<file path="config.mk">
export PLATFORM = sky130hd
export DESIGN_NAME = imem_loader_flat
export DESIGN_NICKNAME = d
export VERILOG_FILES = /design/src/rtl/imem_loader_if.sv /design/src/rtl/imem_loader.sv /design/src/flat_wrapper.sv
export SDC_FILE = /design/constraint.sdc
export NUM_CORES = 1
export LEC_CHECK = 0
export BUFFER_PORTS_ARGS = -buffer_cell sky130_fd_sc_hd__buf_2
export CORE_AREA = 5 5 91 93
export CTS_CLUSTER_DIAMETER = 150
export CTS_CLUSTER_SIZE = 14
export DETAILED_ROUTE_END_ITERATION = 6
export DIE_AREA = 0 0 96 98
export GPL_ROUTABILITY_DRIVEN = 0
export GPL_TIMING_DRIVEN = 0
export PLACE_DENSITY = 0.78
export SYNTH_ARGS = -nofsm -noshare
export SYNTH_HDL_FRONTEND = slang
export SYNTH_SLANG_ARGS = --single-unit
</file>
<file path="constraint.sdc">
create_clock -name clk -period 5.1 [get_ports clk]
set_input_delay 1.02 -clock clk [delete_from_list [all_inputs] [get_ports clk]]
set_output_delay 1.02 -clock clk [all_outputs]
set_load 0.01 [all_outputs]
</file>
<file path="src/rtl/imem_loader_if.sv">
// Bundle between the UART receiver / debug controller side and the instruction-memory write port.
interface imem_loader_if;
    logic        start;
    logic [7:0]  rx_data;
    logic        rx_valid;
    logic        wr_instruction;
    logic [31:0] wr_addr;
    logic [31:0] data_instruction;
    logic        busy;
    logic        load_done;
    logic        full;
    logic [5:0]  word_count;

    modport master (
        output start, rx_data, rx_valid,
        input  wr_instruction, wr_addr, data_instruction, busy, load_done, full, word_count
    );

    modport slave (
        input  start, rx_data, rx_valid,
        output wr_instruction, wr_addr, data_instruction, busy, load_done, full, word_count
    );
endinterface

</file>
<file path="src/rtl/imem_loader.sv">
// Assembles UART bytes (MSB first) into 32-bit instructions and writes them to instruction memory
// until a halt word is seen or the memory is full.
module imem_loader #(
    parameter int          MEM_DEPTH = 32,
    parameter logic [31:0] HALT_WORD = 32'hFFFF_FFFF
) (
    input  logic         clk,
    input  logic         rst,
    imem_loader_if.slave bus
);

    localparam int AW = (MEM_DEPTH > 1) ? $clog2(MEM_DEPTH) : 1;
    localparam logic [AW-1:0] LAST_ADDR = AW'(MEM_DEPTH - 1);

    typedef enum logic [1:0] {
        IDLE  = 2'd0,
        RECV  = 2'd1,
        WRITE = 2'd2,
        DONE  = 2'd3
    } state_t;

    state_t        state_reg, state_next;
    logic [31:0]   shreg_reg, shreg_next;
    logic [1:0]    byte_idx_reg, byte_idx_next;
    logic [AW-1:0] addr_reg, addr_next;
    logic [31:0]   data_reg, data_next;
    logic          wr_reg, wr_next;
    logic [5:0]    word_count_reg, word_count_next;
    logic          full_reg, full_next;
    logic          done_reg, done_next;
    logic          busy_reg, busy_next;

    always_ff @(posedge clk or negedge rst) begin
        if (!rst) begin
            state_reg      <= IDLE;
            shreg_reg      <= '0;
            byte_idx_reg   <= '0;
            addr_reg       <= '0;
            data_reg       <= '0;
            wr_reg         <= 1'b0;
            word_count_reg <= '0;
            full_reg       <= 1'b0;
            done_reg       <= 1'b0;
            busy_reg       <= 1'b0;
        end else begin
            state_reg      <= state_next;
            shreg_reg      <= shreg_next;
            byte_idx_reg   <= byte_idx_next;
            addr_reg       <= addr_next;
            data_reg       <= data_next;
            wr_reg         <= wr_next;
            word_count_reg <= word_count_next;
            full_reg       <= full_next;
            done_reg       <= done_next;
            busy_reg       <= busy_next;
        end
    end

    always_comb begin
        state_next      = state_reg;
        shreg_next      = shreg_reg;
        byte_idx_next   = byte_idx_reg;
        addr_next       = addr_reg;
        data_next       = data_reg;
        wr_next         = 1'b0;
        word_count_next = word_count_reg;
        full_next       = full_reg;
        done_next       = done_reg;

        case (state_reg)
            IDLE, DONE: begin
                // A byte arriving together with start is deliberately dropped.
                if (bus.start) begin
                    byte_idx_next   = '0;
                    addr_next       = '0;
                    word_count_next = '0;
                    full_next       = 1'b0;
                    done_next       = 1'b0;
                    state_next      = RECV;
                end
            end

            RECV: begin
                if (bus.rx_valid) begin
                    shreg_next = {shreg_reg[23:0], bus.rx_data};
                    if (byte_idx_reg == 2'd3) begin
                        data_next     = {shreg_reg[23:0], bus.rx_data};
                        byte_idx_next = '0;
                        wr_next       = 1'b1;
                        state_next    = WRITE;
                    end else begin
                        byte_idx_next = byte_idx_reg + 2'd1;
                    end
                end
            end

            WRITE: begin
                word_count_next = word_count_reg + 6'd1;
                // shreg still holds the completed word during this cycle.
                if (shreg_reg == HALT_WORD) begin
                    done_next  = 1'b1;
                    state_next = DONE;
                end else if (addr_reg == LAST_ADDR) begin
                    full_next  = 1'b1;
                    done_next  = 1'b1;
                    state_next = DONE;
                end else begin
                    addr_next  = addr_reg + AW'(1);
                    state_next = RECV;
                end
                // A byte landing in the write cycle becomes byte 0 of the next word.
                if (bus.rx_valid) begin
                    shreg_next    = {shreg_reg[23:0], bus.rx_data};
                    byte_idx_next = 2'd1;
                end
            end

            default: begin
                state_next = IDLE;
            end
        endcase

        busy_next = (state_next == RECV) || (state_next == WRITE);
    end

    assign bus.wr_instruction   = wr_reg;
    assign bus.wr_addr          = 32'(addr_reg);
    assign bus.data_instruction = data_reg;
    assign bus.busy             = busy_reg;
    assign bus.load_done        = done_reg;
    assign bus.full             = full_reg;
    assign bus.word_count       = word_count_reg;

endmodule

</file>
<file path="src/flat_wrapper.sv">
// flat-port wrapper written by rule: the top's interface ports become plain ports
module imem_loader_flat 
#(
    parameter int          MEM_DEPTH = 32,
    parameter logic [31:0] HALT_WORD = 32'hFFFF_FFFF
)
  (clk, rst, bus_start, bus_rx_data, bus_rx_valid, bus_wr_instruction, bus_wr_addr, bus_data_instruction, bus_busy, bus_load_done, bus_full, bus_word_count);
  imem_loader_if bus_i ();
  input  logic clk;
  input  logic rst;
  input wire logic [$bits(bus_i.start)-1:0] bus_start;
  input wire logic [$bits(bus_i.rx_data)-1:0] bus_rx_data;
  input wire logic [$bits(bus_i.rx_valid)-1:0] bus_rx_valid;
  output wire logic [$bits(bus_i.wr_instruction)-1:0] bus_wr_instruction;
  output wire logic [$bits(bus_i.wr_addr)-1:0] bus_wr_addr;
  output wire logic [$bits(bus_i.data_instruction)-1:0] bus_data_instruction;
  output wire logic [$bits(bus_i.busy)-1:0] bus_busy;
  output wire logic [$bits(bus_i.load_done)-1:0] bus_load_done;
  output wire logic [$bits(bus_i.full)-1:0] bus_full;
  output wire logic [$bits(bus_i.word_count)-1:0] bus_word_count;
  assign bus_i.start = bus_start;
  assign bus_i.rx_data = bus_rx_data;
  assign bus_i.rx_valid = bus_rx_valid;
  assign bus_wr_instruction = bus_i.wr_instruction;
  assign bus_wr_addr = bus_i.wr_addr;
  assign bus_data_instruction = bus_i.data_instruction;
  assign bus_busy = bus_i.busy;
  assign bus_load_done = bus_i.load_done;
  assign bus_full = bus_i.full;
  assign bus_word_count = bus_i.word_count;
  imem_loader #(.MEM_DEPTH(MEM_DEPTH), .HALT_WORD(HALT_WORD)) u_core (.clk(clk), .rst(rst), .bus(bus_i));
endmodule
</file>
After elaboration in Yosys (flattened, before gate mapping) --
Cells that the tools add are included.
Storage, ports and cells: register bits after elaboration 83, input port bits 12, output and inout bits 74
Cells by class: $add $sub $neg 3, equality and inequality tests 15, mux-type cells 26, reductions and logical operators 12
Operators by type and width (count):
- == test 32 bit (second input constant) | 1
- 2-to-1 mux 2 bit | 9
- 2-to-1 mux 5 bit | 3
- case mux 2 bit (3 select lines) | 2
- case mux 6 bit (2 select lines) | 1
- inequality test 2 bit (second input constant) | 5
- case mux 5 bit (2 select lines) | 1
- AND reduction 3 bit | 3
- == test 2 bit (second input constant) | 4
- AND reduction 4 bit | 2
- 2-to-1 mux 1 bit | 7
- adder 6 x 1 -> 6 bit (second input constant) | 1
- 2-to-1 mux 6 bit | 1
- adder 5 x 1 -> 5 bit (second input constant) | 1
- == test 5 bit (second input constant) | 1
- == test 2 x 1 -> 1 bit (second input constant) | 2
- case mux 1 bit (2 select lines) | 2
- AND reduction 2 bit | 2
- OR reduction 2 bit | 2
- inequality test 3 x 1 -> 1 bit (second input constant) | 1
- adder 2 x 1 -> 2 bit (second input constant) | 1
- logical NOT 2 bit | 1
- inequality test 2 x 1 -> 1 bit (second input constant) | 1
- nonzero test 2 bit | 1
- logical OR 1 bit | 1

Longest topological paths before layout --
Gate-level depths: netlist of run 1.
depth after elaboration 6, gate-level depth with buffers 9, mapped depth without buffers 8

Worst setup path before layout of run 1 --
Ideal clock, no wire load.
kind input -> register, from input port bus_start, to register u_core.busy_reg, in the netlist u_core.bus.busy, setup time 0.130 ns, arrival time 1.929 ns, setup slack 3.041 ns, stages on the path 6, buffers on the path 1, cell sequence clkbuf_1 nand2_1 o211ai_1 o21a_1 a31oi_4 xor2_1
Between the ends: word-level cells in the longest chain between the ends 4
RTL lines:
- start, declared | line flat_wrapper.sv:11 | input wire logic [$bits(bus_i.start)-1:0] bus_start;
- 2-to-1 mux 2 bit (*) | line imem_loader.sv:73 | if (bus.start) begin
- case mux 2 bit (3 select lines) (*) | line imem_loader.sv:70 | case (state_reg)
- named net u_core.state_next[1] | line imem_loader.sv:22 | state_t state_reg, state_next;
- == test 2 x 1 -> 1 bit / == test 2 bit (equally long branches) | line imem_loader.sv:123 | busy_next = (state_next == RECV) || (state_next == WRITE);
- logical OR 1 bit (*) | line imem_loader.sv:123
- named net u_core.busy_next | line imem_loader.sv:31 | logic busy_reg, busy_next;
- end signal, assigned | line imem_loader.sv:55 | busy_reg <= busy_next;
- end, declared | line imem_loader.sv:31
Mark *: on every way through the listed nets, which the timed path passes. The rest lies on a longest branch. A chain may end at the register's enable or synchronous reset.

Worst setup path after layout of run 1 --
from register u_core.addr_reg[0], to output port bus_wr_addr[0]
RTL lines:
- start, declared | line imem_loader.sv:25 | logic [AW-1:0] addr_reg, addr_next;
- start signal, assigned | line imem_loader.sv:49 | addr_reg <= addr_next;
- end, declared | line flat_wrapper.sv:15 | output wire logic [$bits(bus_i.wr_addr)-1:0] bus_wr_addr;
No word-level cell between the ends.

==> impl_metrics.csv, run 1 <==
group,metric,value,unit
cts,path_clk_slew,90,ps
sta,rsz0062_at_grt,"false",
power,power_density,497,nW/um2
worst_setup_path,worst_path_max_delay_cell,"dfrtp_1",
cts,root_buffer,"clkbuf_8",
synthesis,ys_warn_count,0,
die,die_area,9410,um2
die,core,7450,um2
synthesis,synthCells,368,
final_layout,n_antenna_cell,0,
worst_setup_path,worstPathCellList,"buf_2",
final_layout,nets,481,
placed_design,io_buffers,57,
sta,setup_viol,0,
power,ir_drop,306,uV
synthesis,synth_most_common_cell,"nand2_1",
routing,drc,0,
global_routing,met2_usage,30.2,%
global_routing,grt_pass1_vias,2840,
sta,fin_worst_skew,11.2,ps
synthesis,synth_top_cell_area_share,53.7,%
cts,cts_tree,"done",
sta,setup_ws,3050,ps
routing,dr.pass1.iters,4,
die,die_w,96,um
cts,cts_made_buffers,9,
synthesis,synth_commonest_cells,"110 x nand2_1, 83 x dfrtp_1, 30 x mux2_2, 27 x buf_4, 11 x nor2_1",
worst_setup_path,worstSetupStartpointType,"flop",
run_status,status,"completed",
routing,ant_nets,0,
placed_design,post-dp-hpwl,5960,um
power,p_switching,0.796,mW
routing,vias_per_cell,4.94,
sta,max_freq,487,MHz
cts,cts_buffer_depth,2,
worst_setup_path,worstPathArrival,1030,ps
die,rows,32,
sta,report.final.hold_viol_count,0,
worst_setup_path,cp-end-kind,"output port",
synthesis,synth-async-reset-ratio,100,%
die,start_util,51.9,%
synthesis,netlist_top_cells_area,"dfrtp_1 54%, nand2_1 11%, mux2_2 8.7%",
worst_setup_path,worstSetupPathType,"flop to output port",
hold_path,hp-class,"flop to flop",
final_layout,num-fill-cells,620,
global_routing,met1_usage,24.5,%
worst_setup_path,critPathBufInv,1,
power,seqPwrFrac,48.6,%
cts,htreeDepth,3,
die,die_y,98,um
synthesis,ys_ff_latch,83,
job,drv_cap,0,
cts,post_cts_buffers,0,
synthesis,synth_area_leader_cell,"dfrtp_1",
power,p_total,2.30,mW
final_layout,multi_input_area,1580,um2
global_routing,grt_util_met3,3.39,%
worst_setup_path,critical_path.top_delay_family,"flip-flops",
final_layout,drive_above_1_share,31.4,%
cts,cts_num_sinks,83,
synthesis,synth_area,3870,um2
worst_setup_path,required,4080,ps
global_routing,grt_usage,18.5,%
sta,finalMaxSlewViolations,0,
routing,dr_total_vias,2818,
power,comb_power_share,29.9,%
final_layout,regArea,2080,um2
synthesis,synth_edf_count,0,
routing,routed_wl,8070,um
synthesis,synth.distinct_cells,47,
sta,fin_crit,2050,ps
worst_setup_path,worst-path-max-fanout,7,
power,swShare,34.7,%
synthesis,yosysSeqAreaShare,53.7,%
power,p_int,1.50,mW
final_layout,area_growth,19.4,%
synthesis,synth_area_per_cell,10.5,um2
cts,clock_latency,350,ps
power,p_clk_share,21.6,%
placed_design,post-place-ws,2850,ps
routing,drt-wirelength-per-cell,14.2,um
global_routing,grt_pass1_wl,13700,um
power,cellLeakagePower,2.44,nW
global_routing,grt-ovfl-total,0,
cts,cts_resized,0,
die,pin_count,86,
global_routing,top_usage_layer,"met2",
global_routing,antenna_found_initial,0,
sta,post-route-period-util,40.2,%
routing,drt-initial-drc-count,163,
cts,cts_hold_buf,0,
worst_setup_path,cp_slowest_stage_delay,490,ps
global_routing,grt_max_degree,53,
sta,finalSetupTns,0,ps
synthesis,yosys_most_used_dff,"dfrtp_1",
final timing paths:
path / from / endpoint / slack [ps] / cells past startpoint
setup / recovery: u_core.addr_reg[0] / bus_wr_addr[0] / 3050 / 1
hold / removal: u_core.bus.data_instruction[4] / u_core.bus.data_instruction[4] / 470 / 2
setup reg to reg: u_core.addr_reg[0] / u_core.addr_reg[0] / 3080 / 6
hold reg to reg: u_core.bus.data_instruction[4] / u_core.bus.data_instruction[4] / 470 / 2
max in group asynchronous: rst / u_core.shreg_reg[21] / 3910 / 2
min in group asynchronous: rst / u_core.bus.word_count[4] / 590 / 1
metrics by stage:
step | hold WS (ps) | cell area [um2] | util (%) | std cells
CTS | 480 | 4620 | 62.0 | 570
global route | 504 | 4620 | 62.0 | 570
global placement | 454 | 4380 | 58.8 | 553
finish | 474 | 4620 | 62.0 | 570
detailed placement | 457 | 4410 | 59.2 | 554
floorplan | 453 | 3960 | - | 394
cells in the final DEF, fill, tap and decap left out, types with 6 or more instances in the layout:
cell	instances
clkbuf_8	11
conb_1	27
nand4_1	7
nand2_1	110
clkbuf_1	10
nor2_1	11
nand3_1	6
buf_4	28
mux2_2	30
dfrtp_1	83
buf_2	60
o21ai_0	7
ha_1	6
routing by layer:
metal / routed length (um) / share of wire (%)
met3: 379 / 4.7
met2: 4030 / 50
met1: 3570 / 44
met5: 0 / 0
met4: 93 / 1.2
cells by family after synthesis:
logic type | Yosys count | synth area share [%]
adders and majority gates | 6 | 1.94
other | 1 | 0.0970
DFF | 83 | 53.7
and+or+nand+nor | 157 | 18.4
xor gates and xnor gates | 2 | 0.453
buffers and inverters | 47 | 7.96
AOI/OAI and AO/OA | 36 | 7.09
muxes | 36 | 10.4
cell type report:
class / instances / area share [%]
tap: 102 / 2.76
buffer: 44 / 6.42
clock buffer: 10 / 2.98
inverter: 3 / 0.244
sequential: 83 / 45.0
multi-input combinational: 264 / 34.2
clock inverter: 6 / 1.55
timing repair buffer: 58 / 6.83
power by group through the flow:
stage,registers [mW],logic (mW),clock network (mW)
after floorplan,1.13,0.420,0
after global routing,1.16,0.772,0.539
after detailed placement,1.13,0.694,0
final,1.11,0.686,0.495
after global placement,1.11,0.667,0
after CTS,1.12,0.698,0.506
(Power assumes the default switching activity.)
==> run 2: changes to the inputs <==
==> constraint.sdc (replaced) <==
create_clock -name clk -period 1.95 [get_ports clk]
set_input_delay 0.39 -clock clk [delete_from_list [all_inputs] [get_ports clk]]
set_output_delay 0.39 -clock clk [all_outputs]
set_load 0.01 [all_outputs]
==> run 2 against run 1 <==
Non-clock buffer count rose by 1. Flip-flop and latch count unchanged. Final cell count rose by 0.18%. Via count up 1.8%. Worst setup slack got worse by 3000 ps. Sequential share of layout area is 0.42 points lower. Clock skew is 1.1 ps lower. First-iteration DRC count down 9.8%. Clock power increased to 2.6 times the previous value. Hold slack worse by 230 ps. Utilization up 0.62 points. Final area up 1.0%. Largest cell class unchanged.
==> impl_metrics.csv, run 2 (synthesis results as in run 1) <==
group,metric,value,unit
final_layout,num-fill-cells,615,
worst_setup_path,worst-path-max-fanout,10,
routing,routed_wl,8150,um
die,start_util,51.9,%
routing,drt-initial-drc-count,147,
die,rows,32,
routing,dr_total_vias,2869,
placed_design,post-dp-hpwl,5960,um
global_routing,grt_pass1_wl,13700,um
worst_setup_path,required,2170,ps
cts,cts_made_buffers,9,
routing,drt-wirelength-per-cell,14.3,um
placed_design,dp.cells,554,
die,die_w,96,um
global_routing,antenna_found_initial,0,
worst_setup_path,worstSetupStartpointType,"flop",
cts,cts_tree,"done",
cts,clock_latency,360,ps
die,die_y,98,um
final_layout,final_cell_mix,"110 x nand2_1, 82 x dfrtp_1, 57 x buf_2, 32 x buf_4, 30 x mux2_2",
die,core,7450,um2
sta,finalSetupTns,0,ps
cts,root_buffer,"clkbuf_8",
sta,fin_worst_skew,10.2,ps
sta,fin_crit,1870,ps
sta,finalMaxSlewViolations,0,
routing,vias_per_cell,5.02,
sta,report.final.hold_viol_count,0,
cts,cts_buffer_depth,2,
sta,hold_ws,240,ps
placed_design,post_dp_cell_area,4410,um2
run_status,status,"completed",
worst_setup_path,worstPathArrival,2100,ps
routing,ant_nets,0,
hold_path,hp-class,"primary input to flop",
placed_design,post-place-ws,-36.2,ps
sta,setup_ws,79.9,ps
final_layout,fin_cells,571,
placed_design,io_buffers,57,
sta,max_freq,535,MHz
final_layout,area_growth,20.6,%
final_layout,nets,482,
global_routing,grt_max_degree,53,
final_layout,final_cell_area,4660,um2
worst_setup_path,cp-end-kind,"flop",
power,power_density,1290,nW/um2
cts,htreeDepth,3,
final_layout,fin_util,62.6,%
final_layout,final_common_cell,"nand2_1",
sta,setup_viol,0,
global_routing,grt_usage,18.6,%
final_layout,n_antenna_cell,0,
final_layout,drive_above_1_share,32.8,%
routing,dr.pass1.iters,4,
die,die_area,9410,um2
job,drv_cap,0,
power,p_total,6.03,mW
sta,rsz0062_at_grt,"false",
die,pin_count,86,
power,ir_drop,810,uV
sta,post-route-period-util,95.9,%
global_routing,grt_pass1_vias,2856,
global_routing,grt-ovfl-total,0,
cts,cts_num_sinks,83,
routing,drc,0,
power,cellLeakagePower,2.45,nW
worst_setup_path,worstSetupPathType,"flop to flop",
cts,path_clk_slew,90,ps
run 2: path summary, 6_finish.rpt:
| check | from | to | slack [ps] | cells past startpoint |
|---|---|---|---|---|
| min in group asynchronous | rst | u_core.bus.word_count[4] | 510 | 2 |
| worst max register to register | u_core.state_reg[0] | u_core.bus.busy | 80 | 7 |
| worst min register to register | u_core.bus.data_instruction[4] | u_core.bus.data_instruction[4] | 470 | 2 |
| max in group asynchronous | rst | u_core.shreg_reg[6] | 850 | 3 |
| worst max-delay path | u_core.state_reg[0] | u_core.bus.busy | 80 | 7 |
| worst min-delay path | bus_rx_data[1] | u_core.bus.data_instruction[1] | 240 | 3 |
run 2: metal layers:
metal | GRT usage, % | part of all wire (%)
met5 | 0 | 0
met4 | 6.56 | 1.5
met3 | 3.39 | 4.6
met2 | 30.3 | 49
met1 | 24.7 | 45
run 2: worst max-delay path, stage by stage, from the launching register on:
cell and delay, ps:
dfrtp_1 410, inv_1 60, ha_1 350, buf_6 170, o211ai_1 300, o21a_1 220
a31oi_4 50, xor2_1 190
run 2: area by class of cell:
class / count / area (um2) / area share, %
inverter: 3 / 15.0 / 0.322
clock inverter: 6 / 71.3 / 1.53
tap: 102 / 128 / 2.74
sequential: 83 / 2080 / 44.6
timing repair buffer: 60 / 333 / 7.14
buffer: 43 / 300 / 6.44
multi-input combinational: 264 / 1600 / 34.3
clock buffer: 10 / 138 / 2.95
run 2: report_power, final:
group          internal, mW  switching [mW]
Clock                 0.640           0.657
Sequential             2.40           0.527
Combinational         0.898           0.914
run 2: repair_timing:
item,in CTS,in global routing
cloned,0,0
hold buffers,1,0
setup endpoints to repair,4,37
hold endpoints to repair,31,0
buffers inserted,0,1
gates resized for setup,2,11
